### config.mk
export PLATFORM = sky130hd
export DESIGN_NAME = mx_block_quantizer
export DESIGN_NICKNAME = d
export VERILOG_FILES = /design/src/rtl/mx_block_quantizer.sv
export SDC_FILE = /design/constraint.sdc
export NUM_CORES = 1
export LEC_CHECK = 0
export ABC_AREA = 1
export ABC_CLOCK_PERIOD_IN_PS = 4350
export BUFFER_PORTS_ARGS = -buffer_cell sky130_fd_sc_hd__buf_4
export CAP_MARGIN = 5
export CORE_MARGIN = 3
export CORE_UTILIZATION = 30
export CTS_CLUSTER_SIZE = 12
export DETAILED_ROUTE_END_ITERATION = 8
export SYNTH_ARGS = -nofsm -noshare
export SYNTH_HDL_FRONTEND = slang
export SYNTH_SLANG_ARGS = --single-unit
### constraint.sdc
create_clock -name clk -period 4.35 [get_ports clk]
set_input_delay 0.87 -clock clk [delete_from_list [all_inputs] [get_ports clk]]
set_output_delay 0.87 -clock clk [all_outputs]
set_load 0.02 [all_outputs]
### src/rtl/mx_block_quantizer.sv
// Collects a block of normalized sign/exp/man elements, then replays them as MXINT8
// elements aligned to the block's largest exponent (shared scale).
module mx_block_quantizer #(
  parameter int BLOCK_SIZE = 32,
  parameter int EXP_W      = 8,
  parameter int MAN_W      = 7
) (
  input  logic             clk,
  input  logic             rst,
  input  logic             in_valid,
  output logic             in_ready,
  input  logic             in_sign,
  input  logic [EXP_W-1:0] in_exp,
  input  logic [MAN_W-1:0] in_man,
  output logic             out_valid,
  input  logic             out_ready,
  output logic [EXP_W-1:0] out_scale,
  output logic [7:0]       out_elem,
  output logic             out_first,
  output logic             out_last
);

  localparam int CNT_W = (BLOCK_SIZE > 1) ? $clog2(BLOCK_SIZE) : 1;
  localparam logic [CNT_W-1:0] LAST = CNT_W'(BLOCK_SIZE - 1);
  localparam int ENT_W = 1 + EXP_W + MAN_W;

  typedef enum logic {COLLECT, EMIT} state_t;

  state_t           state, state_nxt;
  logic [CNT_W-1:0] wr_cnt, rd_cnt;
  logic [EXP_W-1:0] max_exp;
  logic             nan_flag;
  logic [ENT_W-1:0] blk_mem [BLOCK_SIZE];

  // Handshake: a transfer happens on a rising clk edge where valid && ready; the
  // producer holds its data stable while valid && !ready.
  always_comb begin
    state_nxt = state;
    in_ready  = 1'b0;
    out_valid = 1'b0;
    case (state)
      COLLECT: begin
        in_ready = !rst;
        if (in_valid && !rst && wr_cnt == LAST) state_nxt = EMIT;
      end
      EMIT: begin
        out_valid = !rst;
        if (out_ready && !rst && rd_cnt == LAST) state_nxt = COLLECT;
      end
      default: state_nxt = COLLECT;
    endcase
  end

  always_ff @(posedge clk) begin
    if (rst) begin
      state    <= COLLECT;
      wr_cnt   <= '0;
      rd_cnt   <= '0;
      max_exp  <= '0;
      nan_flag <= 1'b0;
    end else begin
      state <= state_nxt;
      if (in_valid && in_ready) begin
        wr_cnt <= wr_cnt + CNT_W'(1);
        if (in_exp > max_exp) max_exp <= in_exp;
        if (in_exp == '1) nan_flag <= 1'b1;
      end
      if (out_valid && out_ready) begin
        if (rd_cnt == LAST) begin
          rd_cnt   <= '0;
          max_exp  <= '0;
          nan_flag <= 1'b0;
        end else begin
          rd_cnt <= rd_cnt + CNT_W'(1);
        end
      end
    end
  end

  always_ff @(posedge clk) begin
    if (in_valid && in_ready) blk_mem[wr_cnt] <= {in_sign, in_exp, in_man};
  end

  // Element alignment: the extra +1 in the shift leaves room for the sign bit.
  logic [ENT_W-1:0] rd_ent;
  logic             rd_sign;
  logic [EXP_W-1:0] rd_exp;
  logic [MAN_W-1:0] rd_man;
  logic [MAN_W:0]   sig;
  logic [EXP_W-1:0] shift;
  logic [3:0]       sh_amt;
  logic [6:0]       mag;
  logic [7:0]       pos;

  always_comb begin
    rd_ent  = blk_mem[rd_cnt];
    rd_sign = rd_ent[ENT_W-1];
    rd_exp  = rd_ent[EXP_W+MAN_W-1:MAN_W];
    rd_man  = rd_ent[MAN_W-1:0];
    sig     = (rd_exp == '0) ? '0 : {1'b1, rd_man};
    shift   = max_exp - rd_exp;
    sh_amt  = {1'b0, shift[2:0]} + 4'd1;
    mag     = (shift >= EXP_W'(8)) ? 7'd0 : 7'({1'b0, sig} >> sh_amt);
    pos     = {1'b0, mag};
  end

  assign out_elem  = (!out_valid || nan_flag) ? 8'd0 : (rd_sign ? -pos : pos);
  assign out_scale = !out_valid ? '0 : (nan_flag ? '1 : max_exp);
  assign out_first = out_valid && (rd_cnt == '0);
  assign out_last  = out_valid && (rd_cnt == LAST);

endmodule

==> metrics.md, run 1 <==
| Metric | Value |
|---|---|
| Placement Setup Slack | -0.566 ns |
| Mapped Avg Cell Area | 11.1 um^2 |
| Clock slew at reported path FFs | roughly 0.06 ns |
| Top FF cell, synth | edfxtp_1 |
| Num Clock Sinks | 505 |
| Final antenna-violating net count | 0 |
| YS warnings | 0 |
| Die area | approximately 74000 um^2 |
| Period utilization | 1.21 |
| First DRT Iteration DRCs | between 1000 and 1500 |
| Fmax | roughly 190 MHz |
| Finished Core Util | 0.372 |
| Register area share after synthesis | 0.699 |
| Area leader, netlist | edfxtp_1 |
| Top cells by count, synth | nand2_1, edfxtp_1, nand3_1 |
| Count leader, synth | nand2_1 |
| Vias/cell | 4.90 |
| RSZ-0062 raised after global routing | true |
| CP endpoint kind | primary output |
| DR WL/cell | around 19 um |
| Cell row count | 97 |
| Slew Limit Fails | 0 |
| Worst Path Arrival | 4.41 ns |
| Htree depth | 2 |
| Critical path type | reg -> out |
| Critical path peak fanout | 7 |
| Slew headroom | 0.504 |
| Fraction of registers with async set/reset | 0 |
| Worst hold path stage count | 1 |
| Max stage delay cell, worst path | dfxtp_4 |
| Initial Utilization | 0.304 |
| IO Port Bufs | 38 |
| Setup WS post-layout | -0.925 ns |
| CTS tree | yes |
| Global-route wire length before repair | roughly 87 mm |
| Io pins | 40 |
| Gpl congestion | 0.905 |
| Final min period | 5.28 ns |
| Mapped cell area | approximately 21000 um^2 |
| Leakage | 9.49 nW |
| VDD IR-drop max | between 0.2 and 0.3 mV |
| Ant diodes | 0 |
| Fill cells | 6670 |
| Detailed Place HPWL | 35.3 mm |
| Fin nets | 2135 |
| Crit path required time | approximately 3.5 ns |
| Root Buffer Master | clkbuf_16 |
| Failing checks | negative setup slack |
| Total GRT Usage | 0.152 |
| Worst skew pair latency | 0.59 ns |
| Worst-margin pin slew | 0.741 ns |
| EDFF count, synth | 480 |
| Placed cell area | between 20000 and 25000 um^2 |
| Pwr dens | 380 nW/um^2 |
| Status | finished with violations |
| Worst Hold Class | reg -> reg |
| Synth top area cells | edfxtp_1, nand2_1, nand3_1, dfxtp_1, nor2_1 |
| Vias in the first global route | 14450 |
| Number of buffers created by CTS | 52 |
| Vias | around 15000 |
| Die W | 273 um |
| Reg2reg path depth | 6 |
| Die H | 273 um |
| CTS max path bufs | 3 |
| Max cap viols | 0 |
| Design Power | 9.92 mW |
| Synthesized Nets | ~2000 |
| Cells after Synth | 1915 |
| Fin. Hold Viols | 0 |
| Proportion of layout cells with a drive suffix above 1 | 0.193 |
| WHS | 0.504 ns |
| Netlist cell types | 36 |
| Initial antenna violation count | 1 |
| Drt drc | 0 |
| 1st-pass router iterations | 5 |
| Clock skew | ~0.013 ns |
| Startpoint Class | flop |
| Core area | 70300 um^2 |
| Yosys top cell area share | 0.676 |
| Flop and latch count out of synthesis | 505 |
| Area grow syn2layout | 22.5% |
| Pin count of the biggest net entering global routing | 36 |
| CP max stage delay | 0.48 ns |
| Finish-stage setup viols | 8 |
| Grt ovf | 0 |
| Post-route cell area | 26100 um^2 |
| Final wirelength | 57.9 mm |
-- cell usage in the layout (no fill, tap or decap), types with 3 or more instances in the layout --
cell       netlist  layout
nor2_4           0       5
nand2_2          0      40
o22ai_1          6       6
nor2_1          97      90
nor3_1           7       4
buf_12           0      20
ha_1            24      18
inv_2            2       8
inv_1           60      51
o21ai_0         43      40
nor2_2           2       4
nand2_1        586     543
ha_4             0       6
buf_8            0       3
clkinv_2         0       4
nor3_2           0       3
nand4_1          7       7
a21oi_2          0       5
a211oi_1         6       6
dfxtp_1         25      22
nand3_1        401     367
buf_6            2      18
clkbuf_16        0      53
nand2_4          0       3
clkbuf_1        26      18
nand3_2          0      34
o21ai_1          1       3
edfxtp_1       480     480
a21oi_1         37      31
o211ai_1         5       5
clkinv_1         1       7
buf_4           12     183
-- metrics by stage --
stage / std cells / TNS, ns
4_1_cts: 3055 / -5.62
5_1_grt: 3062 / -8.27
3_5_place_dp: 2949 / -3.30
3_3_place_gp: 2949 / -2.86
6_report: 3062 / -6.46
2_1_floorplan: 1915 / 0
-- kinds of logic after synthesis --
kind of cell    Yosys count  share of synthesized area
compound gates          108                     0.0284
xor+xnor                  3                    0.00123
fa+ha+maj                25                     0.0150
buf+inv                 169                     0.0360
flops                   505                      0.699
simple gates           1105                      0.220
-- path summary, 6_finish.rpt --
check                           slack (ns)  startpoint             end
worst max-delay path                 -0.93        flop     out_elem[6]
worst min-delay path                  0.50   rd_cnt[3]            flop
worst max register to register        1.79       state  blk_mem[28][4]
worst min register to register        0.50   rd_cnt[3]            flop
-- report_power, final --
| group | switching [mW] | internal, mW | total, mW | leakage, nW |
|---|---|---|---|---|
| sequential | 0.0124 | 5.34 | 5.35 | 4.52 |
| clock | 1.77 | 2.37 | 4.14 | 0.746 |
| combinational | 0.279 | 0.140 | 0.420 | 4.23 |
-- registers in the layout (all words and copies together), names as in the netlist, named ones only --
| signal | cells |
|---|---|
| max_exp | 8 |
| blk_mem | 480 |
| rd_cnt | 5 |
| nan_flag | 1 |
| wr_cnt | 5 |
| state | 1 |
-- layout make-up --
cell class                 count  area [um^2]  area share
multi-input combinational   1241         6130       0.235
clock buffer                  73         1420      0.0544
tap                          940         1180      0.0450
sequential                   505        14900       0.571
timing repair buffer         227         2110      0.0807
clock inverter                13          111     0.00426
inverter                      63          256     0.00982
-- metal layers --
| layer | routed length, um | vias up | track usage |
|---|---|---|---|
| met4 | 1660 | 0 | 0.0483 |
| met5 | 0 | - | 0 |
| li1 | - | 7073 | - |
| met2 | 27300 | 420 | 0.249 |
| met1 | 25800 | 7418 | 0.208 |
| met3 | 3080 | 96 | 0.0224 |
-- timing repair --
| item | in CTS | in global routing |
|---|---|---|
| gates resized for setup | 120 | 43 |
| pin swaps | 31 | 34 |
| endpoints found under the setup margin | 8 | 8 |
| buffers inserted | 17 | 8 |
| hold buffers | 0 | 0 |
| cloned | 4 | 0 |
-- critical path, delay by kind of cell (launching register included) --
kind            cells  cell delay [ns]
simple gates       14             1.26
buf+inv             9             1.00
fa+ha+maj           2             0.52
flops               1             0.48
compound gates      3             0.39
xor+xnor            1             0.16
Note: power is estimated with default switching activity, not from simulation.
==> inputs of run 2 (changes only) <==
--- a/config.mk
+++ b/config.mk
@@ -10,9 +10,10 @@
 export BUFFER_PORTS_ARGS = -buffer_cell sky130_fd_sc_hd__buf_4
 export CAP_MARGIN = 5
 export CORE_MARGIN = 3
-export CORE_UTILIZATION = 30
+export CORE_UTILIZATION = 34
 export CTS_CLUSTER_SIZE = 12
 export DETAILED_ROUTE_END_ITERATION = 8
+export REMOVE_ABC_BUFFERS = 1
 export SYNTH_ARGS = -nofsm -noshare
 export SYNTH_HDL_FRONTEND = slang
 export SYNTH_SLANG_ARGS = --single-unit
==> run 2 against run 1 <==
  * The run still ends with negative setup slack left
  * Critical path depth up 2
  * First-iteration DRC count up 9.9%
  * Utilization up 5.1 points
  * Hold slack worse by 0.045 ns
  * Register-to-register slack better by 0.08 ns
  * Clock skew up 0.0055 ns
  * Flip-flop and latch count unchanged
==> metrics.md, run 2 (same netlist as run 1, synthesis figures left out) <==
| Metric | Value |
|---|---|
| Initial Utilization | 0.344 |
| Worst hold path stage count | 1 |
| Die W | 256 um |
| Slew Limit Fails | 0 |
| Core area | roughly 62000 um^2 |
| Io pins | 40 |
| Fin nets | 2142 |
| Worst skew pair latency | 0.60 ns |
| Htree depth | 2 |
| First DRT Iteration DRCs | 1587 |
| Grt ovf | 0 |
| Worst Hold Class | reg -> reg |
| Initial antenna violation count | 0 |
| Detailed Place HPWL | 34.7 mm |
| Reg2reg path depth | 6 |
| VDD IR-drop max | between 0.2 and 0.3 mV |
| Slew headroom | 0.304 |
| Pin count of the biggest net entering global routing | 36 |
| Final min period | roughly 5.2 ns |
| Commonest cells after routing, fill and taps aside | nand2_1, edfxtp_1, nand3_1 |
| Clock slew at reported path FFs | about 0.060 ns |
| Startpoint Class | flop |
| Critical path type | reg -> out |
| Finished Core Util | 0.422 |
| Leakage | 9.59 nW |
| Area grow syn2layout | 22.6% |
| Post-route cell area | 26200 um^2 |
| Max FFs per register | 480 |
| Final wirelength | 59.0 mm |
| Number of buffers created by CTS | 51 |
| Vias | 15184 |
| Vias in the first global route | around 15000 |
| CP max stage delay | about 0.38 ns |
| Most common cell after layout, fill and taps aside | nand2_1 |
| Status | finished with violations |
| Reg-to-reg setup timing slack | 1.87 ns |
| Clock skew | 0.0190 ns |
| Num Clock Sinks | 505 |
| Fin. Hold Viols | 0 |
| Vias/cell | about 5.1 |
| Critical path peak fanout | 7 |
| Crit path required time | 3.48 ns |
| Global-route wire length before repair | 88.3 mm |
| RSZ-0062 raised after global routing | true |
| Max cap viols | 0 |
| Top flop regs | blk_mem (480), max_exp (8) |
| Max stage delay cell, worst path | fa_2 |
| DR WL/cell | 19.9 um |
| Pwr dens | 375 nW/um^2 |
| CTS tree | yes |
| Setup WS post-layout | -0.878 ns |
| Root Buffer Master | clkbuf_16 |
| Placement Setup Slack | -0.652 ns |
| 1st-pass router iterations | 5 |
| Failing checks | negative setup slack |
| Ant diodes | 0 |
| Register bank with the most flops | blk_mem |
| Final antenna-violating net count | 0 |
| CTS Hold Bufs | 0 |
| Die H | roughly 260 um |
| Die area | 65800 um^2 |
| Total GRT Usage | 0.176 |
| Finish-stage setup viols | 8 |
| Placed cell area | 23600 um^2 |
| CP endpoint kind | primary output |
| Gpl congestion | between 0.8 and 0.9 |
| Period utilization | 1.20 |
| Worst Path Arrival | 4.36 ns |
| Fmax | 191 MHz |
| Drt drc | 0 |
| Proportion of layout cells with a drive suffix above 1 | 0.189 |
| Cell row count | just over 90 |
| WHS | 0.459 ns |
| IO Port Bufs | 38 |
| Design Power | between 9 and 10 mW |
| Worst-margin pin slew | 1.03 ns |
| CTS max path bufs | 3 |
-- run 2: changes by cell type in the layout (fill, tap and decap cells not counted), sizes merged --
| cell | before | now |
|---|---|---|
| inv | 61 | 64 |
| clkbuf | 73 | 70 |
| buf | 226 | 230 |
| bufinv | 2 | 1 |
| bufbuf | 1 | 2 |
| clkinv | 13 | 14 |
-- run 2: final cells by class --
class | instances | area, um^2
fillers | 5713 | 35800
flip-flops and latches | 505 | 14900
multi-input cells | 1241 | 6130
repair buffers | 233 | 2280
clock buffers | 69 | 1400
well taps | 837 | 1050
inverters | 63 | 265
clock inverters | 14 | 101
repair inverters | 2 | 25.0
-- run 2: critical path, delay by kind of cell, from the launching register on --
kind            cells  cell delay [ns]
simple gates       16             1.35
fa+ha+maj           3             0.69
buf+inv             9             0.91
compound gates      3             0.45
flops               1             0.36
-- run 2: report_power, final --
| part | switching (mW) | internal (mW) | leakage (nW) | total [mW] |
|---|---|---|---|---|
| clock network | 1.77 | 2.28 | 0.731 | 4.05 |
| logic | 0.270 | 0.143 | 4.34 | 0.414 |
| registers | 0.0117 | 5.34 | 4.52 | 5.35 |
-- run 2: stage by stage --
step	std cells	setup TNS [ns]
6_report	2964	-6.25
5_1_grt	2964	-7.73
4_1_cts	2962	-5.94
3_5_place_dp	2855	-3.64
3_3_place_gp	2855	-3.31
2_1_floorplan	1809	-56.49
-- run 2: path summary, 6_finish.rpt --
path                            startpoint              end
worst min-delay path             rd_cnt[2]             flop
worst max register to register       state  blk_mem[28][12]
worst max-delay path                  flop      out_elem[6]
worst min register to register   rd_cnt[2]             flop
-- run 2: what timing repair did --
action / in CTS / in global routing
buffers inserted: 15 / 1
endpoints found under the setup margin: 8 / 8
pin swaps: 36 / 29
gates resized for setup: 123 / 41
cloned: 10 / 1
-- run 2: metal layers --
metal | vias to the layer above | GRT usage | wire (um)
li1 | 7090 | - | -
met4 | 0 | 0.0580 | 1840
met5 | - | 0 | 0
met3 | 104 | 0.0257 | 4310
met1 | 7413 | 0.243 | 25300
met2 | 577 | 0.286 | 27500
